===== config.mk =====
export PLATFORM = sky130hd
export DESIGN_NAME = ttl_serial_arbiter
export DESIGN_NICKNAME = d
export VERILOG_FILES = /design/src/rtl/ttl_serial_arbiter.sv
export SDC_FILE = /design/constraint.sdc
export NUM_CORES = 1
export LEC_CHECK = 0
export ABC_CLOCK_PERIOD_IN_PS = 5600
export CAP_MARGIN = 20
export CORE_MARGIN = 10
export CORE_UTILIZATION = 45
export DETAILED_ROUTE_END_ITERATION = 16
export MAX_ROUTING_LAYER = met4
export PLACE_DENSITY = 0.71
export SETUP_SLACK_MARGIN = 0.3
export SKIP_LAST_GASP = 1
export SLEW_MARGIN = 20
export SYNTH_ARGS = -nofsm -noshare
export SYNTH_HDL_FRONTEND = slang
export SYNTH_SLANG_ARGS = --single-unit

===== constraint.sdc =====
create_clock -name clk -period 5.6 [get_ports clk]
set_clock_uncertainty 0.15 [all_clocks]
set_input_delay 1.4 -clock clk [delete_from_list [all_inputs] [get_ports clk]]
set_output_delay 1.4 -clock clk [all_outputs]
set_load 0.01 [all_outputs]

===== src/rtl/ttl_serial_arbiter.sv =====
// Two-requester arbiter for a shared half-duplex UART: round-robin grant, TX forwarding,
// turnaround guard, counted RX reply with inter-byte timeout.
module ttl_serial_arbiter #(
    parameter int unsigned GUARD_CYCLES   = 625,
    parameter int unsigned TIMEOUT_CYCLES = 72000
) (
    input  logic        clk,
    input  logic        rst,
    input  logic [1:0]  req,
    output logic [1:0]  gnt,
    input  logic [15:0] tx_data,
    input  logic [1:0]  tx_valid,
    input  logic [1:0]  tx_last,
    output logic [1:0]  tx_ready,
    input  logic [15:0] rx_len,
    output logic [7:0]  rx_data,
    output logic [1:0]  rx_valid,
    output logic [1:0]  done,
    output logic [1:0]  timeout,
    output logic [7:0]  u_tx_data,
    output logic        u_tx_valid,
    input  logic        u_tx_ready,
    input  logic [7:0]  u_rx_data,
    input  logic        u_rx_valid,
    output logic        u_dir_tx
);

    typedef enum logic [2:0] {StIdle, StTx, StTxDrain, StGuard, StRx, StDone} state_e;

    state_e      state_q, state_d;
    logic [1:0]  gnt_q, gnt_d;
    logic        last_q, last_d;
    logic [7:0]  len_q, len_d;
    logic [7:0]  count_q, count_d;
    logic [31:0] cnt_q, cnt_d;
    logic        tflag_q, tflag_d;
    logic        abort_q, abort_d;
    logic        drain_first_q, drain_first_d;
    logic [1:0]  rx_valid_q, rx_valid_d;
    logic [7:0]  rx_data_q, rx_data_d;

    logic g;
    logic winner;
    assign g = gnt_q[1];
    // On a tie the port that was not served last wins.
    assign winner = (req[0] && (!req[1] || last_q)) ? 1'b0 : 1'b1;

    always_ff @(posedge clk or posedge rst) begin
        if (rst) begin
            state_q       <= StIdle;
            gnt_q         <= 2'b00;
            last_q        <= 1'b1;
            len_q         <= 8'd0;
            count_q       <= 8'd0;
            cnt_q         <= 32'd0;
            tflag_q       <= 1'b0;
            abort_q       <= 1'b0;
            drain_first_q <= 1'b0;
            rx_valid_q    <= 2'b00;
            rx_data_q     <= 8'd0;
        end else begin
            state_q       <= state_d;
            gnt_q         <= gnt_d;
            last_q        <= last_d;
            len_q         <= len_d;
            count_q       <= count_d;
            cnt_q         <= cnt_d;
            tflag_q       <= tflag_d;
            abort_q       <= abort_d;
            drain_first_q <= drain_first_d;
            rx_valid_q    <= rx_valid_d;
            rx_data_q     <= rx_data_d;
        end
    end

    always_comb begin
        state_d       = state_q;
        gnt_d         = gnt_q;
        last_d        = last_q;
        len_d         = len_q;
        count_d       = count_q;
        cnt_d         = cnt_q;
        tflag_d       = tflag_q;
        abort_d       = abort_q;
        drain_first_d = drain_first_q;
        rx_valid_d    = 2'b00;
        rx_data_d     = rx_data_q;

        // Bytes seen outside RX (own echo, line noise) never reach the requester.
        if (state_q == StRx && req[g] && u_rx_valid) begin
            rx_valid_d = gnt_q;
            rx_data_d  = u_rx_data;
            count_d    = count_q + 8'd1;
        end

        unique case (state_q)
            StIdle: begin
                cnt_d = 32'd0;
                if (req != 2'b00) begin
                    gnt_d   = winner ? 2'b10 : 2'b01;
                    len_d   = winner ? rx_len[15:8] : rx_len[7:0];
                    count_d = 8'd0;
                    tflag_d = 1'b0;
                    abort_d = 1'b0;
                    state_d = StTx;
                end
            end
            StTx: begin
                if (!req[g]) begin
                    abort_d       = 1'b1;
                    drain_first_d = 1'b1;
                    state_d       = StTxDrain;
                end else if (tx_valid[g] && u_tx_ready && tx_last[g]) begin
                    drain_first_d = 1'b1;
                    state_d       = StTxDrain;
                end
            end
            StTxDrain: begin
                // The entry cycle is skipped so the accept of the last byte is not mistaken
                // for the UART having finished shifting it out.
                drain_first_d = 1'b0;
                if (!drain_first_q && u_tx_ready) begin
                    cnt_d = 32'd0;
                    if (abort_q) begin
                        gnt_d   = 2'b00;
                        state_d = StIdle;
                    end else begin
                        state_d = StGuard;
                    end
                end
            end
            StGuard: begin
                cnt_d = cnt_q + 32'd1;
                if (!req[g]) begin
                    gnt_d   = 2'b00;
                    state_d = StIdle;
                end else if (cnt_q == GUARD_CYCLES - 32'd1) begin
                    cnt_d   = 32'd0;
                    state_d = (len_q != 8'd0) ? StRx : StDone;
                end
            end
            StRx: begin
                cnt_d = u_rx_valid ? 32'd0 : cnt_q + 32'd1;
                if (!req[g]) begin
                    gnt_d   = 2'b00;
                    state_d = StIdle;
                end else if (count_q == len_q) begin
                    state_d = StDone;
                end else if (!u_rx_valid && (cnt_q + 32'd1 == TIMEOUT_CYCLES)) begin
                    tflag_d = 1'b1;
                    state_d = StDone;
                end
            end
            StDone: begin
                gnt_d   = 2'b00;
                last_d  = g;
                state_d = StIdle;
            end
            default: state_d = StIdle;
        endcase
    end

    always_comb begin
        gnt        = gnt_q;
        rx_valid   = rx_valid_q;
        rx_data    = rx_data_q;
        tx_ready   = 2'b00;
        u_tx_valid = 1'b0;
        u_tx_data  = 8'd0;
        u_dir_tx   = 1'b0;
        done       = 2'b00;
        timeout    = 2'b00;
        unique case (state_q)
            StTx: begin
                u_dir_tx    = 1'b1;
                u_tx_valid  = tx_valid[g];
                u_tx_data   = g ? tx_data[15:8] : tx_data[7:0];
                tx_ready[g] = u_tx_ready;
            end
            StTxDrain: u_dir_tx = 1'b1;
            StDone: begin
                done    = gnt_q;
                timeout = tflag_q ? gnt_q : 2'b00;
            end
            default: ;
        endcase
    end

endmodule

==> results of run 1 <==
-- final cells by class --
class	count	area, um^2	share of cell area [%]
multi-input combinational	388	2420	45.6
sequential	67	1680	31.6
timing repair buffer	82	808	15.2
tap	129	161	3.04
clock buffer	9	124	2.33
clock inverter	7	76.3	1.44
inverter	11	42.5	0.801
-- final timing paths --
check,to
worst min-delay path,rx_data[2]$_DFFE_PP0P_
worst max register to register,cnt_q[10]$_DFFE_PP0P_
worst max-delay path,tx_ready[0]
worst min register to register,rx_data[2]$_DFFE_PP0P_
min in group asynchronous,cnt_q[16]$_DFFE_PP0P_
max in group asynchronous,count_q[1]$_DFF_PP0_
-- registers in the layout, summed over array words and instances (netlist names), 2 cells and up --
name and cells:
rx_valid 2, gnt 2, state_q 3, rx_data 8, count_q 8, len_q 8
cnt_q 32
-- cell families after synthesis --
kind of cell | Yosys count | synth area share, %
compound gates | 125 | 17.5
xor+xnor | 22 | 4.43
fa+ha+maj | 4 | 1.15
buf+inv | 53 | 6.06
flops | 67 | 38.5
mux | 32 | 7.67
simple gates | 205 | 24.7
-- cell usage in the layout, fill, tap and decap left out, types with 3 or more instances in the layout --
cell,instances
xnor2_1,15
and3_1,6
nor3_1,11
o211ai_1,3
xor2_1,7
o21ai_1,32
nor2b_1,13
clkbuf_8,9
or3_1,7
or4_1,7
o21ai_0,30
inv_1,10
mux2_2,11
ha_1,4
o31ai_1,15
a31oi_1,4
nand3_1,13
and4_1,6
clkdlybuf4s50_1,77
nand2_1,46
and2_1,5
o41ai_1,8
a21oi_1,19
nor2_1,45
nand4_1,26
nor4_1,8
mux2i_1,21
buf_4,5
dfrtp_1,66
-- through the flow --
| stage | setup WS (ns) | hold slack [ns] | total power, uW |
|---|---|---|---|
| finish | 1.31 | 0.362 | 1720 |
| CTS | 1.30 | 0.364 | 1730 |
| global placement | 1.32 | 0.339 | 1290 |
| floorplan | 2.33 | 0.302 | 1110 |
| global route | 1.21 | 0.386 | 1840 |
| detailed placement | 1.24 | 0.348 | 1310 |
-- synthesized netlist by cell type, types with 2 or more instances --
cell       number  area [um^2]
or3_1           7         43.8
nand4_1        26          163
buf_1           2         7.51
nand2_1        47          176
nor4b_1         2         17.5
xor2_1          7         61.3
inv_1          11         41.3
o21ai_1        32          160
and2_1          5         31.3
or4_1           7         52.6
xnor2_1        15          131
nor3_1         11         55.1
nand2b_1        2         12.5
nor4_1          8         50.1
a21oi_1        19         95.1
ha_1            4         50.1
nor2_1         45          169
nor2b_1        13         81.3
dfrtp_1        66         1650
clkbuf_1       24         90.1
mux2i_1        21          210
nor3b_1         2         15.0
o31ai_1        15          113
a211oi_1        2         15.0
a31oi_1         4         25.0
mux2_2         11          124
nand3_1        13         65.1
o211ai_1        3         22.5
o41ai_1         8         70.1
buf_2           7         35.0
buf_6           6         67.6
a2bb2oi_1       2         17.5
o21ai_0        30          150
and3_1          6         37.5
buf_4           3         22.5
and4_1          6         52.6
nor4_2          2         25.0
-- routing by layer --
layer / vias up / global-route usage (%) / wire length [um]
li1: 1958 / - / -
met1: 1889 / 22.6 / 5590
met2: 165 / 25.8 / 5360
met3: 8 / 4.09 / 712
met4: 0 / 4.02 / 87
met5: - / - / 0
-- power by group through the flow --
stage,logic [uW],clock network [uW],registers [uW]
5_1_grt,736,445,661
4_1_cts,659,425,644
3_5_place_dp,658,0,652
3_3_place_gp,643,0,651
6_report,655,415,645
2_1_floorplan,512,0,597
==> impl_results.md, run 1 <==
- Postcts setup bufs: 0
- Total gr overflow: 0
- Worst setup startpoint: u_tx_ready
- Post_cts resized: 0
- Share of power burned in registers: around 38%
- Initial Util: 46.7%
- Die area: 0.0140 mm^2
- Syn Inst Count: about 510
- Worst path bufs/invs: 3
- All-Layer GR Usage: 17.1%
- Cell area after synthesis: 0.00435 mm^2
- Worst skew pair latency: 0.36 ns
- Initial antenna violation count: 0
- Finish-stage setup viols: 0
- CTS tree: built
- CTS root buf: clkbuf_8
- Largest fanout on the critical path: 3
- FILL cells: 837
- Placer congestion estimate: 0.881
- CP Capture Type: output pin
- Maximum vdd drop: 151 uV
- Max Clock Freq: 0.233 GHz
- Cell area after layout: ~0.0053 mm^2
- YS warnings: 0
- Reg2Reg Depth: 8
- MaxCap Viol Count: 0
- Crit path time final: 4.29 ns
- Area grow syn2layout: 22.0%
- Clock buffer depth: 2
- DR WL/cell: around 17 um
- Share of layout cells above drive strength 1: 7.09%
- Internal power: approximately 1000 uW
- Async SR Flop Fraction: 100%
- Largest net degree at the start of global routing: 52
- CP Class: input pin to output pin
- Tightest Pin Transition: 0.992 ns
- Row cnt: 35
- EDFF count, synth: 0
- DR vias: roughly 4000
- Top_reg_cell synth: dfrtp_1
- Boundary Pins: 78
- Final net count: ~610
- Status: finished, final reports clean
- Unrepaired setup endpoints after global routing: false
- Slew margin rel.: about a third
- TritonCTS Buffers: 9
- First-pass detailed-route iteration total: 5
- Util after Layout: 56.9%
- Critical R2R Launch: cnt_q[17]$_DFFE_PP0P_
- Detailed Route WL: roughly 12 mm
- Clock Pin Slew Worst Setup and Hold Paths: 0.08 ns
- Detailed Place HPWL: between 8 and 9 mm
- #FFs+latches synth: 67
- Number of global-route vias before repair: 3756
- Hold WC Path Type: flip-flop to flip-flop
- Core region area: around 0.0093 mm^2
- Clock power share: ~24%
- WP depth: 4
- Seq/Total Area, Yosys: between 30% and 40%
- Die Y: 118 um
- Area after DPL: around 0.0051 mm^2
- Syn Area/Cell: 8.57 um^2
- Lkg Pwr: between 0.002 and 0.0025 uW
- First-pass GRT wire length: 19.5 mm
- WP data arrival: 2.74 ns
- TNS Setup: 0 ns
- Worst hold start: rx_data[2]$_DFFE_PP0P_
- R2R Setup Slk: ~2.0 ns
- Final ANT Viol Nets: 0
- Worst path cell trace: clkdlybuf4s50_1 -> inv_1 -> nor3_1 -> clkdlybuf4s50_1
- Final Max Tran Viols: 0
- Psw: 680 uW
- DRC: 0
- # clock sinks: 67
- Worst Setup Start Kind: input pin
- Post-synthesis cell type count: 51
- Vias/cell: 5.80
- Hold_buf cts: 0
- Layout Cells excl Fill: between 600 and 700
- CP top delay family: buffers and inverters
- Hold path cells: 1
- Final period util: about three quarters
- Combinational power share: 38.2%
- Die X: 118 um
- I/O Buffers: between 70 and 80
- Worst path required time: 4.05 ns
- Ant diodes: 0
- DRT iter0 DRCs: around 360
- Crit path largest cell delay: 0.58 ns
- Final hold vios: 0
- Critical path's slowest cell: clkdlybuf4s50_1
- Placed insts: 677
- PwrDens: 323 mW/mm^2
- Switch share: 39.6%
- H-tree lvl count: 3
- Post-synth net total: 562
- Worst path most repeated cell: clkdlybuf4s50_1
Note: power is estimated with default switching activity, not from simulation.
==> run 2: changes to the inputs <==
Settings changed: ABC_CLOCK_PERIOD_IN_PS 5600 to 4000.
Clock period 5.6 ns to 4 ns, I/O delays scaled along.
==> run 2 against run 1 <==
  * Sequential power rose by 40%
  * Sequential share of layout area fell by 0.25 points
  * Register-to-register slack got worse by 1.1 ns
  * Non-clock buffer count rose by 5
  * Setup slack got worse by 0.75 ns
  * Via count rose by 2.2%
  * Power rose by 42%
  * Clock power rose by 43%
  * Critical path depth did not move
  * Final area rose by 0.80%
  * Routed wire length rose by 2.8%
  * Die area did not move
==> impl_results.md, run 2 (synthesis results as in run 1) <==
- Critical path endpoint: tx_ready[0]
- Number of global-route vias before repair: ~3900
- DR WL/cell: about 17 um
- Die X: 118 um
- DRC: 0
- Share of power burned in registers: 37.1%
- Status: finished, final reports clean
- PwrDens: between 400 and 500 mW/mm^2
- Largest fanout on the critical path: 3
- Tightest Pin Transition: 0.780 ns
- Clock power share: between 20% and 30%
- Reg2Reg Capture Point: state_q[0]$_DFFE_PP0P_
- # clock sinks: 67
- Detailed Route WL: 12.1 mm
- MaxCap Viol Count: 0
- Worst setup startpoint: u_tx_ready
- Initial antenna violation count: 0
- Placer congestion estimate: 0.913
- Switch share: roughly two fifths
- I/O Buffers: 77
- Internal power: 1460 uW
- CP Class: input pin to output pin
- CP Capture Type: output pin
- Fin Hold WS: 0.361 ns
- Worst skew pair latency: about 0.36 ns
- Final ANT Viol Nets: 0
- Row cnt: 35
- Die Y: around 120 um
- Critical R2R Launch: cnt_q[16]$_DFFE_PP0P_
- R2R Setup Slk: 0.90 ns
- Final net count: just over 600
- Maximum vdd drop: between 200 and 250 uV
- Worst path required time: 2.85 ns
- Psw: approximately 1000 uW
- Layout Cells excl Fill: 698
- Worst Setup Start Kind: input pin
- Combinational power share: between 30% and 40%
- Final period util: 86.0%
- Clock Pin Slew Worst Setup and Hold Paths: 0.09 ns
- Hold path cells: 1
- First-pass detailed-route iteration total: 5
- H-tree lvl count: 3
- Detailed Place HPWL: 8.83 mm
- Most common cell after layout, fill and taps aside: clkdlybuf4s50_1
- Placed insts: 682
- Unrepaired setup endpoints after global routing: false
- Area after DPL: 0.00514 mm^2
- All-Layer GR Usage: 17.4%
- Hold_buf cts: 0
- Final Max Tran Viols: 0
- Max Clock Freq: around 0.29 GHz
- Pwr Total: 2440 uW
- Core region area: 0.00933 mm^2
- Vias/cell: a little under 6
- TritonCTS Buffers: 9
- CTS tree: built
- Boundary Pins: just under 80
- Top reg by flops: cnt_q
- Final hold vios: 0
- CTS root buf: clkbuf_8
- Share of layout cells above drive strength 1: 7.91%
- Crit path time final: 3.44 ns
- Clock buffer depth: 2
- Max reg flops: 32
- First-pass GRT wire length: slightly above 20 mm
- Finish-stage setup viols: 0
- Total gr overflow: 0
- Most frequent cells in the layout: clkdlybuf4s50_1, dfrtp_1, nand2_1
- Largest net degree at the start of global routing: 53
- Area grow syn2layout: 22.9%
- Initial Util: 46.7%
- FILL cells: 858
- Cell area after layout: ~0.0054 mm^2
- Lkg Pwr: 0.00213 uW
- Die area: ~0.014 mm^2
- Reg2Reg Depth: 7
- Slew margin rel.: 47.9%
- WP data arrival: 2.29 ns
- TNS Setup: 0 ns
- Hold WC Path Type: flip-flop to flip-flop
- DRT iter0 DRCs: between 200 and 300
- DR vias: 4109
- Ant diodes: 0
## run 2: repair_timing
| item | in CTS | in global routing |
|---|---|---|
| buffers inserted | 0 | 0 |
| resized for setup | 0 | 1 |
| setup endpoints to repair | 0 | 1 |
## run 2: cell type report
cell class	count	area, um^2	area share [%]
well taps	129	161	3.02
flip-flops and latches	67	1680	31.3
repair buffers	87	846	15.8
inverters	11	41.3	0.771
multi-input cells	388	2420	45.2
clock inverters	7	82.6	1.54
clock buffers	9	124	2.31
## run 2: layer usage
metal / routed length [um] / share of wire [%] / GRT usage, %
met1: 5690 / 47 / 22.4
met2: 5600 / 46 / 27.6
met3: 670 / 5.5 / 4.14
met4: 109 / 0.90 / 3.09
met5: 0 / 0 / -
## run 2: metrics by stage
step / util (%) / setup WS, ns
after floorplan: - / 1.17
after global placement: 55.1 / 0.574
after detailed placement: 55.1 / 0.560
after CTS: 57.4 / 0.463
after global routing: 57.4 / 0.387
final: 57.4 / 0.560
## run 2: worst max-delay path: stages
cell and delay [ns]:
clkdlybuf4s50_1 0.50, inv_1 0.06, nor3_1 0.16, clkdlybuf4s50_1 0.57
## run 2: power by group through the flow
stage | Sequential (uW) | Combinational (uW) | Clock (uW)
after floorplan | 836 | 717 | 0
after global placement | 912 | 904 | 0
after detailed placement | 913 | 934 | 0
after CTS | 901 | 941 | 606
after global routing | 925 | 1050 | 637
final | 904 | 940 | 594
## run 2: how the worst min path moves through the flow
stage	start	to	slack, ns
3_5_place_dp	rx_data[4]$_DFFE_PP0P_	rx_data[4]$_DFFE_PP0P_	0.35
6_report	rx_data[1]$_DFFE_PP0P_	rx_data[1]$_DFFE_PP0P_	0.36
3_3_place_gp	rx_data[1]$_DFFE_PP0P_	rx_data[1]$_DFFE_PP0P_	0.34
5_1_grt	rx_data[5]$_DFFE_PP0P_	rx_data[5]$_DFFE_PP0P_	0.38
4_1_cts	rx_data[1]$_DFFE_PP0P_	rx_data[1]$_DFFE_PP0P_	0.37
2_1_floorplan	tflag_q$_DFFE_PP0P_	tflag_q$_DFFE_PP0P_	0.30
